File: config.mk
export PLATFORM = sky130hd
export DESIGN_NAME = pipe_ctrl
export DESIGN_NICKNAME = d
export VERILOG_FILES = /design/src/rtl/pipe_ctrl_pkg.sv /design/src/rtl/pipe_stall_wdt.sv /design/src/rtl/pipe_ctrl.sv
export SDC_FILE = /design/constraint.sdc
export NUM_CORES = 1
export LEC_CHECK = 0
export BUFFER_PORTS_ARGS = -buffer_cell sky130_fd_sc_hd__buf_4
export CAP_MARGIN = 20
export CORE_UTILIZATION = 40
export DETAILED_ROUTE_END_ITERATION = 10
export GPL_TIMING_DRIVEN = 0
export MAX_ROUTING_LAYER = met4
export PLACE_DENSITY = 0.73
export SETUP_SLACK_MARGIN = 0.2
export SYNTH_ARGS = -nofsm -noshare
export SYNTH_HDL_FRONTEND = slang
export SYNTH_SLANG_ARGS = --single-unit
File: constraint.sdc
create_clock -name clk -period 2.5 [get_ports clk]
set_clock_uncertainty 0.2 [all_clocks]
set_input_delay 0.375 -clock clk [delete_from_list [all_inputs] [get_ports clk]]
set_output_delay 0.375 -clock clk [all_outputs]
set_load 0.02 [all_outputs]
File: src/rtl/pipe_ctrl_pkg.sv
// pipe_ctrl_pkg: stall/flush bus widths, stage indices, control patterns and irq states
package pipe_ctrl_pkg;
   localparam int STALL_W = 6;
   localparam int FLUSH_W = 4;
   localparam int STG_PC = 0, STG_IF = 1, STG_ID = 2, STG_EX = 3, STG_MEM = 4, STG_WB = 5;
   localparam int FL_IF_ID = 0, FL_ID_EX = 1, FL_EX_MEM = 2, FL_MEM_WB = 3;
   localparam logic [STALL_W-1:0] STALL_NONE = 6'b000000;
   localparam logic [STALL_W-1:0] STALL_ID   = 6'b000111;
   localparam logic [STALL_W-1:0] STALL_EX   = 6'b001111;
   localparam logic [STALL_W-1:0] STALL_MEM  = 6'b011111;
   localparam logic [FLUSH_W-1:0] FLUSH_NONE = 4'b0000;
   localparam logic [FLUSH_W-1:0] FLUSH_JUMP = 4'b0011;
   localparam logic [FLUSH_W-1:0] FLUSH_TRAP = 4'b0111;
   typedef enum logic {IRQ_IDLE, IRQ_PEND} irq_state_e;
   function automatic logic [STALL_W-1:0] stall_pattern(input logic id, input logic ex, input logic mem);
      return mem ? STALL_MEM : ex ? STALL_EX : id ? STALL_ID : STALL_NONE;
   endfunction
endpackage

File: src/rtl/pipe_stall_wdt.sv
// pipe_stall_wdt: saturating consecutive-stall counter with a registered timeout flag
module pipe_stall_wdt #(
   parameter int WDT_W     = 16,
   parameter int WDT_LIMIT = 1024
) (
   input  logic clk,
   input  logic rst_n,
   input  logic stall_i,
   output logic timeout_o
);
   localparam logic [WDT_W-1:0] LIMIT = WDT_W'(WDT_LIMIT);
   logic [WDT_W-1:0] cnt_q, cnt_d;
   logic             timeout_q, timeout_d;
   always_comb begin
      cnt_d     = !stall_i ? '0 : (cnt_q == LIMIT) ? cnt_q : cnt_q + 1'b1;
      timeout_d = cnt_d == LIMIT;
   end
   always_ff @(posedge clk or negedge rst_n) begin
      if (!rst_n) begin
         cnt_q     <= '0;
         timeout_q <= 1'b0;
      end else begin
         cnt_q     <= cnt_d;
         timeout_q <= timeout_d;
      end
   end
   assign timeout_o = timeout_q;
endmodule

File: src/rtl/pipe_ctrl.sv
// pipe_ctrl: pipeline stall/flush/redirect arbiter with pending-interrupt holding.
// Define PIPE_CTRL_STALL_WDT_EN to add the stall watchdog (stall_timeout_o).
module pipe_ctrl
   import pipe_ctrl_pkg::*;
#(
   parameter int XLEN      = 32,
   parameter int WDT_W     = 16,
   parameter int WDT_LIMIT = 1024
) (
   input  logic               clk,
   input  logic               rst_n,
   input  logic               stallreq_id_i,
   input  logic               stallreq_ex_i,
   input  logic               stallreq_mem_i,
   input  logic               jump_req_i,
   input  logic [XLEN-1:0]    jump_addr_i,
   input  logic               trap_req_i,
   input  logic [XLEN-1:0]    trap_addr_i,
   input  logic               irq_i,
   input  logic [XLEN-1:0]    irq_addr_i,
   output logic [STALL_W-1:0] stall_o,
   output logic [FLUSH_W-1:0] flush_o,
   output logic               redirect_o,
   output logic [XLEN-1:0]    redirect_pc_o,
   output logic               trap_ack_o,
   output logic               irq_taken_o,
   output logic               stall_timeout_o
);
   irq_state_e         state_q, state_d;
   logic [XLEN-1:0]    vec_q, vec_d;
   logic               can_issue, trap_issue, irq_issue, jump_issue, take_new;
   logic [STALL_W-1:0] stall_base;
   always_comb begin
      can_issue     = !stallreq_mem_i;
      trap_issue    = trap_req_i && can_issue;
      irq_issue     = (state_q == IRQ_PEND) && can_issue && !trap_req_i;
      jump_issue    = jump_req_i && !trap_issue && !irq_issue;
      flush_o       = (trap_issue || irq_issue) ? FLUSH_TRAP : jump_issue ? FLUSH_JUMP : FLUSH_NONE;
      stall_base    = stall_pattern(stallreq_id_i, stallreq_ex_i, stallreq_mem_i);
      // PC/IF/ID must move so the PC can load the redirect target
      stall_o       = flush_o[FL_ID_EX] ? {stall_base[STALL_W-1:STG_ID+1], 3'b000} : stall_base;
      redirect_o    = trap_issue || irq_issue || jump_issue;
      redirect_pc_o = trap_issue ? trap_addr_i : irq_issue ? vec_q : jump_issue ? jump_addr_i : '0;
      trap_ack_o    = trap_issue;
      irq_taken_o   = irq_issue;
      take_new      = irq_i && ((state_q == IRQ_IDLE) || irq_issue);
      state_d       = take_new ? IRQ_PEND : irq_issue ? IRQ_IDLE : state_q;
      vec_d         = take_new ? irq_addr_i : vec_q;
   end
   always_ff @(posedge clk or negedge rst_n) begin
      if (!rst_n) begin
         state_q <= IRQ_IDLE;
         vec_q   <= '0;
      end else begin
         state_q <= state_d;
         vec_q   <= vec_d;
      end
   end
`ifdef PIPE_CTRL_STALL_WDT_EN
   pipe_stall_wdt #(.WDT_W(WDT_W), .WDT_LIMIT(WDT_LIMIT)) u_wdt (
      .clk       (clk),
      .rst_n     (rst_n),
      .stall_i   (stall_o[STG_PC]),
      .timeout_o (stall_timeout_o)
   );
`else
   assign stall_timeout_o = 1'b0;
`endif
endmodule

Word-level counts from Yosys, hierarchy flattened
Cells that the tools add are included.

Add/sub/neg operators: 0. Multipliers: 0. Divide/modulo/power cells: 0. Order comparisons: 0. Equality and inequality tests: 0. Shift-type cells: 0. Multiplexer cells: 11. Bitwise gates (word level): 1. Reduce and logical (&&, ||, !) cells: 14.

Operators with widths (count): $mux 32 (3); $mux 3 (3); $logic_and 1x1->1 (6); $mux 5 (1); $logic_not 1->1 (4); $mux 4 (1); $logic_or 1x1->1 (3); $mux 1 (2); $mux 2 (1); $reduce_bool 2->1 (1); $not 1->1 (1).

Bits in registers: 33. Latch bits: 0. RAM bits: 0. Bits in read-only memories: 0. Output and inout port bits: 46. Logic and storage cells: 28. Memories: 0.

Depth between registers and ports, before layout
Gate-level depths: netlist of run 1.

Depth after elaboration: 8. Mapped depth: 6. Depth with buffers taken out: 3.

Worst setup path after synthesis of run 1
No wires, ideal clock.

Path type: flip-flop to output port. Start: register state_q. End: output stall_o[1]. Data arrival time: 1.862 ns. Setup slack: 0.063 ns. Stages on the path, launching flop included: 7. Cells stage by stage: dfrtp_1 > buf_2 > o21bai_4 > buf_6 > inv_1 > nor3_1 > buf_4.

Cells in the longest elaborated chain, start to end: 7.

Ends and longest elaborated chain: start, declared (line pipe_ctrl.sv:29) `irq_state_e state_q, state_d;`; start signal, assigned (line pipe_ctrl.sv:55) `state_q <= state_d;`; $logic_and 1x1->1 * (2 in series) (line pipe_ctrl.sv:36) `irq_issue = (state_q == IRQ_PEND) && can_issue && !trap_req_i;`; $logic_not 1->1 (line pipe_ctrl.sv:37) `jump_issue = jump_req_i && !trap_issue && !irq_issue;`; $logic_and 1x1->1 (line pipe_ctrl.sv:37); $mux 2 (line pipe_ctrl.sv:38) `flush_o = (trap_issue || irq_issue) ? FLUSH_TRAP : jump_issue ? FLUSH_JUMP : FLUSH_NONE;`; $mux 3 * (line pipe_ctrl.sv:38); $mux 3 * (line pipe_ctrl.sv:41) `stall_o = flush_o[FL_ID_EX] ? {stall_base[STALL_W-1:STG_ID+1], 3'b000} : stall_base;`; end, declared (line pipe_ctrl.sv:21) `output logic [STALL_W-1:0] stall_o,`.

Every way passes the cells marked *; elsewhere a longest branch is shown, timed or not.

Worst setup path after layout of run 1
Start: register state_q. End: output redirect_pc_o[14].

Cells in the longest elaborated chain, start to end: 7.

Ends and longest elaborated chain: $logic_and 1x1->1 * (2 in series) (line pipe_ctrl.sv:36); $logic_not 1->1 (line pipe_ctrl.sv:37); $logic_and 1x1->1 (line pipe_ctrl.sv:37); $mux 32 (line pipe_ctrl.sv:43) `redirect_pc_o = trap_issue ? trap_addr_i : irq_issue ? vec_q : jump_issue ? jump_addr_i : '0;`; $mux 32 * (2 in series) (line pipe_ctrl.sv:43); end, declared (line pipe_ctrl.sv:24) `output logic [XLEN-1:0] redirect_pc_o,`.

Marked as above.

==> reports/results.txt, run 1 <==
The run finished, with violations left. The checks that failed: design-rule violations. The clock input transition at the sequential cells of the worst setup and hold paths is 70 ps. The overall global routing resource usage was 0.2737; the clock network latency to the later pin of the worst-skew pair was 290 ps. STA puts the critical path data arrival time at 1700 ps.

For this run, the top clock speed supported by timing is 439.2 MHz. For the internal reg-to-reg setup slack, the log shows 940 ps. The initial cell density of the core is 0.4177, and the die span in x is 83.89 um.

For this design the ratio of total power to cell area is 502.3 nW/um^2. The maximum clock path buffer count is 2, and the stage delay of the slowest cell on the critical path is 390 ps. The area of the die is 7038 um^2. TritonCTS built the clock tree. Dividing the detail-routed wire length by the instance count gives 16.19 um. Power comes to 2.011 mW. In this design, the critical path's most frequently occurring cell is sky130_fd_sc_hd__buf_6. Of all nets on the critical path, the largest fanout is 10. The average instance in the mapped netlist occupies 7.621 um^2. The worst path needs 2277 ps of the cycle, external delays included. For the static leakage, the log shows 1.834 nW.

The run gives 0.3078 as the register area share after synthesis. The H-tree was split into 2 levels. The launching point of the worst reg2reg path was state_q$_DFFE_PN0P_.

The largest net degree at the start of global routing was 34. At the end of routability-driven placement, the weighted congestion stood at 0.8240. Clock tree synthesis inserted a total of 5 buffers. The critical path contains buffers and inverters numbering 3 combined. The tools report the sort of element at the end of the critical path as a primary output. Final cycle utilization of the critical path: 0.9107.

By area the synthesized netlist is led by sky130_fd_sc_hd__dfrtp_1, sky130_fd_sc_hd__o211ai_1, sky130_fd_sc_hd__a222oi_1. In this run, distinct cell masters in the synthesized netlist total 20. Cell accounting for the most synthesized area: sky130_fd_sc_hd__dfrtp_1. The path type of the worst setup path was flip-flop to primary output. Measured along the y axis, the die boundary spans 83.89 um. The area of placed instances came out at 3857 um^2.

The required time at the worst-slack endpoint came out at 1920 ps. Launching instance or port of the critical path: state_q$_DFFE_PN0P_. After synthesis the cells add up to 2683 um^2.

The critical path runs through a total of 5 cells. The cell family contributing the most delay on the critical path is buffers and inverters. The critical path ends at redirect_pc_o[14].

Setup repair after global routing could not meet its margin everywhere. For the antenna diode count, the log shows 0. Port buffering added 142 buffers. The area share of the largest cell type after synthesis came out at 0.3078. For the pin with the worst max-slew slack, the measured transition is 555.0 ps. The Yosys step of the flow raised 0 warnings. The filler cells instantiated in the layout total 617. The worst slew margin relative to its limit came out at 0.6300.

Endpoint of the worst-slack reg-to-reg timing path: vec_q[11]$_DFFE_PN0P_. The share of layout cells above drive strength 1 is 0.3760, and the final hold violation count is 0. The ratio of routed vias to standard cells came out at 5.641. The first detailed-routing pass ran for 9 iterations.

The clock sink count is 33. The synthesis-to-finish area growth was 49.25%; the number of nets in the final layout was 612. Prior to clock tree synthesis, the placed netlist has a worst setup slack of 352.3 ps.

Detailed placement ended at an HPWL of 7.011 mm. Number of antenna violations at the first check in global routing: 0. The first global-routing pass estimated 15.19 mm of wire. The setup TNS was 0 ps.

The number of vias in the routed layout was 3300. The logs give 0.6234 for the final core utilization and 9.471 mm for the total wire length after detailed routing. The final global-route overflow total is 0.

Slowest stage cell on the critical path: sky130_fd_sc_hd__dfrtp_1. Across the run, the number of max-cap violations was 0. The critical path goes through buf_6 > nor2b_4 > buf_6 > a222oi_1 > buf_4.

The number of standard cells in the layout, taps in and fillers out was 585. The count of final setup violators is 0. The worst path setup slack after routing is 223.3 ps.

The number of global-route vias before repair was 3092; the worst vdd rail ir drop was 222.0 uV. For this design the top-level I/O count stands at 150. The tightest min-delay check is of the primary input to flip-flop type. In the routed design, unresolved DRC markers number 22.

The count of state elements after synthesis was 33; the number of nets still failing antenna checks after routing was 0. The total area inside the core boundary comes to 6422 um^2. Placed instance count: 573. The tools report the kind of start point of the critical path as a flip-flop. The tightest hold path in the finished design has a slack of 161.1 ps. For the DRC marker count from the first detailed-route iteration, the log shows 332. The finished cells cover 4004 um^2. Synthesis produced a netlist whose cell count is 352.

After floorplanning, the core was divided into 29 placement rows. The number of slew-limit violations in the final report was 0. Measured in cells, the most critical reg-to-reg path has a length of 5. In this run the clock root is driven by a sky130_fd_sc_hd__clkbuf_8.
what timing repair did:
action,CTS,global route
cloned,0,0
hold buffers,1,0
resized for setup,4,4
hold endpoints to repair,33,0
setup buffers,2,2
pin swaps,3,4
endpoints found under the setup margin,7,16
worst reg2reg max path, stage by stage, from the launching register on:
cell,delay [ps]
sky130_fd_sc_hd__dfrtp_1,360
sky130_fd_sc_hd__buf_6,130
sky130_fd_sc_hd__buf_4,120
sky130_fd_sc_hd__clkbuf_1,360
sky130_fd_sc_hd__o211ai_1,170
sky130_fd_sc_hd__o211ai_1,140
state kept, by name (all words and copies together) (netlist names):
name     cells
vec_q       32
state_q      1
cells by family after synthesis:
group                  Yosys count  synth area share
and+or+nand+nor                167            0.2733
buffers and inverters           53            0.1091
AOI/OAI and AO/OA               98            0.3083
other                            1          0.001398
DFF                             33            0.3078
area by class of cell:
class                      instances  area, um^2  share of cell area
sequential                        33       825.8              0.2063
tap                               77       96.34             0.02406
buffer                            51       305.3             0.07625
inverter                           2       7.507            0.001875
clock buffer                       7       86.33             0.02156
timing repair buffer             147        1106              0.2762
multi-input combinational        268        1577              0.3937
cell usage after synthesis:
cell type,count
sky130_fd_sc_hd__nor2_1,63
sky130_fd_sc_hd__buf_2,18
sky130_fd_sc_hd__nand2_1,64
sky130_fd_sc_hd__inv_1,2
sky130_fd_sc_hd__a222oi_1,32
sky130_fd_sc_hd__nor2b_4,1
sky130_fd_sc_hd__nor3_1,2
sky130_fd_sc_hd__buf_1,2
sky130_fd_sc_hd__nor2b_1,1
sky130_fd_sc_hd__conb_1,1
sky130_fd_sc_hd__or2_2,2
sky130_fd_sc_hd__buf_4,11
sky130_fd_sc_hd__o21bai_4,1
sky130_fd_sc_hd__o21a_1,1
sky130_fd_sc_hd__nor3b_1,1
sky130_fd_sc_hd__nand2b_1,33
sky130_fd_sc_hd__clkbuf_1,16
sky130_fd_sc_hd__buf_6,4
sky130_fd_sc_hd__dfrtp_1,33
sky130_fd_sc_hd__o211ai_1,64
layer usage:
layer | vias up | share of wire | global-route usage
li1 | 1575 | - | -
met1 | 1564 | 0.43 | 0.3602
met2 | 155 | 0.48 | 0.4367
met3 | 6 | 0.076 | 0.05143
met4 | 0 | 0.0072 | 0.06426
met5 | - | 0 | -
cell usage in the layout (no fill, tap or decap):
cell type / Yosys / routed
sky130_fd_sc_hd__nand2b_1: 33 / 33
sky130_fd_sc_hd__nor3_1: 2 / 1
sky130_fd_sc_hd__buf_1: 2 / 2
sky130_fd_sc_hd__inv_1: 2 / 2
sky130_fd_sc_hd__buf_2: 18 / 15
sky130_fd_sc_hd__nor2_1: 63 / 63
sky130_fd_sc_hd__or2_2: 2 / 2
sky130_fd_sc_hd__a222oi_1: 32 / 32
sky130_fd_sc_hd__nand2_1: 64 / 64
sky130_fd_sc_hd__o21a_1: 1 / 1
sky130_fd_sc_hd__buf_4: 11 / 157
sky130_fd_sc_hd__nor2b_1: 1 / 1
sky130_fd_sc_hd__clkbuf_2: 0 / 1
sky130_fd_sc_hd__dlygate4sd3_1: 0 / 1
sky130_fd_sc_hd__dfrtp_1: 33 / 33
sky130_fd_sc_hd__o21bai_4: 1 / 1
sky130_fd_sc_hd__nor3b_1: 1 / 1
sky130_fd_sc_hd__clkbuf_8: 0 / 6
sky130_fd_sc_hd__nor3_2: 0 / 1
sky130_fd_sc_hd__conb_1: 1 / 3
sky130_fd_sc_hd__nor2b_4: 1 / 1
sky130_fd_sc_hd__o211ai_1: 64 / 64
sky130_fd_sc_hd__clkbuf_1: 16 / 16
sky130_fd_sc_hd__buf_6: 4 / 7
worst min path at each step:
stage,start,to,slack [ps],cells past startpoint
final,irq_addr_i[3],vec_q[3]$_DFFE_PN0P_,160,3
after floorplan,rst_n,state_q$_DFFE_PN0P_,-120,0
after detailed placement,rst_n,vec_q[13]$_DFFE_PN0P_,150,1
after CTS,irq_addr_i[27],vec_q[27]$_DFFE_PN0P_,160,3
after global placement,rst_n,vec_q[13]$_DFFE_PN0P_,150,1
after global routing,irq_addr_i[30],vec_q[30]$_DFFE_PN0P_,160,3
where the power goes:
part / internal (mW) / total, mW / switching, mW
logic: 0.423 / 0.850 / 0.427
clock network: 0.218 / 0.414 / 0.195
registers: 0.651 / 0.748 / 0.0962
Power figures use the tool's default switching activity.
==> run 2: changes to the inputs <==
==> constraint.sdc (replaced) <==
create_clock -name clk -period 2.5 [get_ports clk]
set_clock_uncertainty 0.2 [all_clocks]
set_input_delay 0 -clock clk [delete_from_list [all_inputs] [get_ports clk]]
set_output_delay 0 -clock clk [all_outputs]
set_load 0.02 [all_outputs]
==> reports/results.txt, run 2 (same netlist as run 1, synthesis figures left out) <==
The register area is 825.8 um^2 (unchanged). The register ranked first by flip-flop count was vec_q (unchanged). The run gives 315.2 ps (was 223.3 ps) as the worst path setup slack after routing. The number of standard cells in the layout, taps in and fillers out came out at 626 (was 585). The number of buffers inserted by post-CTS setup repair came out at 0 (was 2).

Most used cells in the layout excluding fill and tap cells: sky130_fd_sc_hd__buf_4, sky130_fd_sc_hd__nand2_1, sky130_fd_sc_hd__o211ai_1 (unchanged). The ratio of total power to cell area is 486.0 nW/um^2 (was 502.3 nW/um^2), and the DRC marker count from the first detailed-route iteration is 327 (was 332). The setup TNS came out at 0 ps (unchanged). The standard-cell row count was 29 (unchanged); the power share of the combinational group was 0.436 (was 0.423). Worst-path cell chain: dlygate4sd3_1 > clkbuf_1 > nand2_1 > dlygate4sd3_1 > o211ai_1 > dlygate4sd3_1 (was buf_6 > nor2b_4 > buf_6 > a222oi_1 > buf_4). The stage delay of the slowest cell on the critical path came out at 570 ps (was 390 ps). The initial cell density of the core was 0.4177 (unchanged); the worst slew margin relative to its limit was 0.6180 (was 0.6300). The final HPWL from detailed placement is 7.103 mm (was 7.011 mm), and the sequential cell fraction of total power is 0.350 (was 0.372).

For the achievable frequency, the log shows 457.7 MHz (was 439.2 MHz). The net switching fraction of the power is 0.3528 (was 0.3570). The final cycle utilization of the critical path is 0.8739 (was 0.9107). The run finished, with violations left. For the number of nets in the final layout, the log shows 652 (was 612). The tools report the master cell of the clock root buffer as sky130_fd_sc_hd__clkbuf_8 (unchanged). The most common cell after layout, fill and taps aside is sky130_fd_sc_hd__buf_4 (unchanged).

Largest registers ranked by flip-flop count: vec_q: 32 flops, state_q: 1 flops (unchanged). Worst vdd rail ir drop: 234.6 uV (was 222.0 uV). The number of vias in the routed layout is 3483 (was 3300). The die span in x is 83.89 um (unchanged). Share of layout cells above drive strength 1: 0.3406 (was 0.3760).

For the final core utilization, the log shows 0.6858 (was 0.6234). The number of slew-limit violations in the final report is 0 (unchanged). TritonCTS built the clock tree. The antenna diode count came out at 0 (unchanged). The wire length per cell after detailed routing was 16.10 um (was 16.19 um); the clock network latency to the later pin of the worst-skew pair was 290 ps (about the same). The slew at the pin with the worst max-slew slack works out to 573.0 ps (was 555.0 ps).

The die span in y was 83.89 um (unchanged). The tools report the clock sink count as 33 (unchanged). The DRC violation count after routing is 22 (unchanged). The floorplan core area is 6422 um^2 (unchanged), and the pre-CTS setup slack is 633.8 ps (was 352.3 ps). The top cell family by delay on the critical path is buffers and inverters (unchanged). Number of flip-flops in the largest register: 32 (unchanged). Violations in the final reports: design-rule violations, negative hold slack (was design-rule violations).

Placed instance count: 573 (unchanged). The synthesis-to-finish area growth came out at 64.18% (was 49.25%). The depth of the CTS H-tree is 2 (unchanged), and the count of TritonRoute iterations in the first routing pass is 9 (unchanged). The number of placed I/O pins is 150 (unchanged), and the endpoint arrival time on the critical path is 2210 ps (was 1700 ps). The count of buffering cells on the critical path with inverters included is 4 (was 3). The ratio of routed vias to standard cells is 5.564 (was 5.641), and the overall global routing resource usage is 0.3024 (was 0.2737).

The global-route wire length before repair came out at 16.79 mm (was 15.19 mm). The area of the multi-input gates was 1572 um^2 (was 1577 um^2); the max-capacitance violation count was 0 (unchanged). The slowest stage cell on the critical path was sky130_fd_sc_hd__dlygate4sd3_1 (was sky130_fd_sc_hd__dfrtp_1). The largest fanout on the critical path came out at 10 (unchanged). The cell-internal power was 1.385 mW (was 1.293 mW); the number of global-route vias before repair was 3551 (was 3092). The minimum period implied by the final worst setup slack was 2185 ps (was 2277 ps); the total wire length after detailed routing was 10.08 mm (was 9.471 mm).

For the number of nets still failing antenna checks after routing, the log shows 0 (unchanged). The kind of start point of the critical path was a primary input (was a flip-flop). The static leakage is 1.993 nW (was 1.834 nW). The dominant cell type by count on the critical path is sky130_fd_sc_hd__dlygate4sd3_1 (was sky130_fd_sc_hd__buf_6). The final global-route overflow total was 0 (unchanged).

The path type of the worst setup path was primary input to flip-flop (was flip-flop to primary output). The number of input and output port buffers inserted was 142 (unchanged); the layout filler cell count was 559 (was 617). For the switching power summed over all nets, the log shows 0.7552 mW (was 0.7178 mW). The clock input transition at the sequential cells of the worst setup and hold paths was 70 ps (about the same). For the largest net degree at the start of global routing, the log shows 34 (unchanged).

The final hold violation count came out at 13 (was 0). The number of antenna violations at the first check in global routing is 0 (unchanged). The clock network fraction of design power is 0.214 (was 0.206). For the worst hold slack across all endpoints, the log shows -12.65 ps (was 161.1 ps). The area of the die was 7038 um^2 (unchanged). The count of final setup violators was 0 (unchanged). The run gives 5 (unchanged) as the number of buffers inserted during clock tree synthesis. The tools report the required time at the worst-slack endpoint as 2530 ps (was 1920 ps). The final weighted congestion in routability-driven placement came out at 0.7956 (was 0.8240). Setup repair after global routing left no endpoint under its margin.

Worst hold path class: primary input to asynchronous set/reset pin (was primary input to flip-flop). The tools report the maximum clock path buffer count as 2 (unchanged). The sort of element at the end of the critical path was a flip-flop (was a primary output).
run 2: cell count changes in the layout (fill, tap and decap cells not counted):
cell                            before  now
sky130_fd_sc_hd__buf_2              15   18
sky130_fd_sc_hd__buf_4             157  153
sky130_fd_sc_hd__buf_6               7    4
sky130_fd_sc_hd__clkbuf_2            1    0
sky130_fd_sc_hd__clkbuf_8            6    7
sky130_fd_sc_hd__clkinv_2            0    1
sky130_fd_sc_hd__dlygate4sd3_1       1   45
sky130_fd_sc_hd__nor3_1              1    2
sky130_fd_sc_hd__nor3_2              1    0
run 2: cell type report:
class,instances,share of cell area
plain buffers,51,0.06477
well taps,77,0.02188
repair buffers,187,0.3443
clock buffers,7,0.02188
inverters,2,0.001705
clock inverters,1,0.001136
flip-flops and latches,33,0.1875
multi-input cells,268,0.3568
run 2: worst reg2reg max path, delay by kind of cell (launching register included):
family,cells,cell delay [ps]
AOI/OAI and AO/OA,2,400
buffers and inverters,3,1050
DFF,1,320
run 2: power groups by stage:
stage                     logic, mW  clock network, mW  registers (mW)
final                         0.934              0.457           0.749
after global routing           1.02              0.477           0.767
after global placement        0.820                  0           0.746
after floorplan               0.506                  0           0.728
after CTS                     0.926              0.456           0.745
after detailed placement      0.835                  0           0.755
run 2: worst paths after layout:
kind                                       start                     to  slack (ps)  depth (start not counted)
setup / recovery                           irq_i   vec_q[9]$_DFFE_PN0P_         320                          6
hold / removal                             rst_n  vec_q[13]$_DFFE_PN0P_         -10                          2
setup reg to reg             state_q$_DFFE_PN0P_  vec_q[10]$_DFFE_PN0P_         420                          5
hold reg to reg            vec_q[15]$_DFFE_PN0P_  vec_q[15]$_DFFE_PN0P_         340                          2
max in group asynchronous                  rst_n  vec_q[22]$_DFFE_PN0P_        1790                          2
min in group clk                  stallreq_mem_i    state_q$_DFFE_PN0P_          30                          3
run 2: stage by stage:
| step | hold slack (ps) | area, um^2 | power, mW |
|---|---|---|---|
| floorplan | -495.6 | 2690 | 1.235 |
| global placement | -225.1 | 3852 | 1.567 |
| detailed placement | -226.8 | 3852 | 1.590 |
| CTS | 10.88 | 4404 | 2.127 |
| global route | 29.07 | 4404 | 2.261 |
| finish | -12.65 | 4404 | 2.140 |
run 2: metal layers:
metal  vias to the layer above  wire [um]  GRT usage
li1                       1658          -          -
met1                      1643       4062     0.3628
met2                       170       5131     0.5104
met3                        12        797    0.05935
met4                         0         87    0.09718
met5                         -          0          -
run 2: timing repair:
item	CTS	global route
endpoints found under the hold margin	67	0
hold buffers	45	0
gates resized for setup	0	0
setup endpoints to repair	0	2
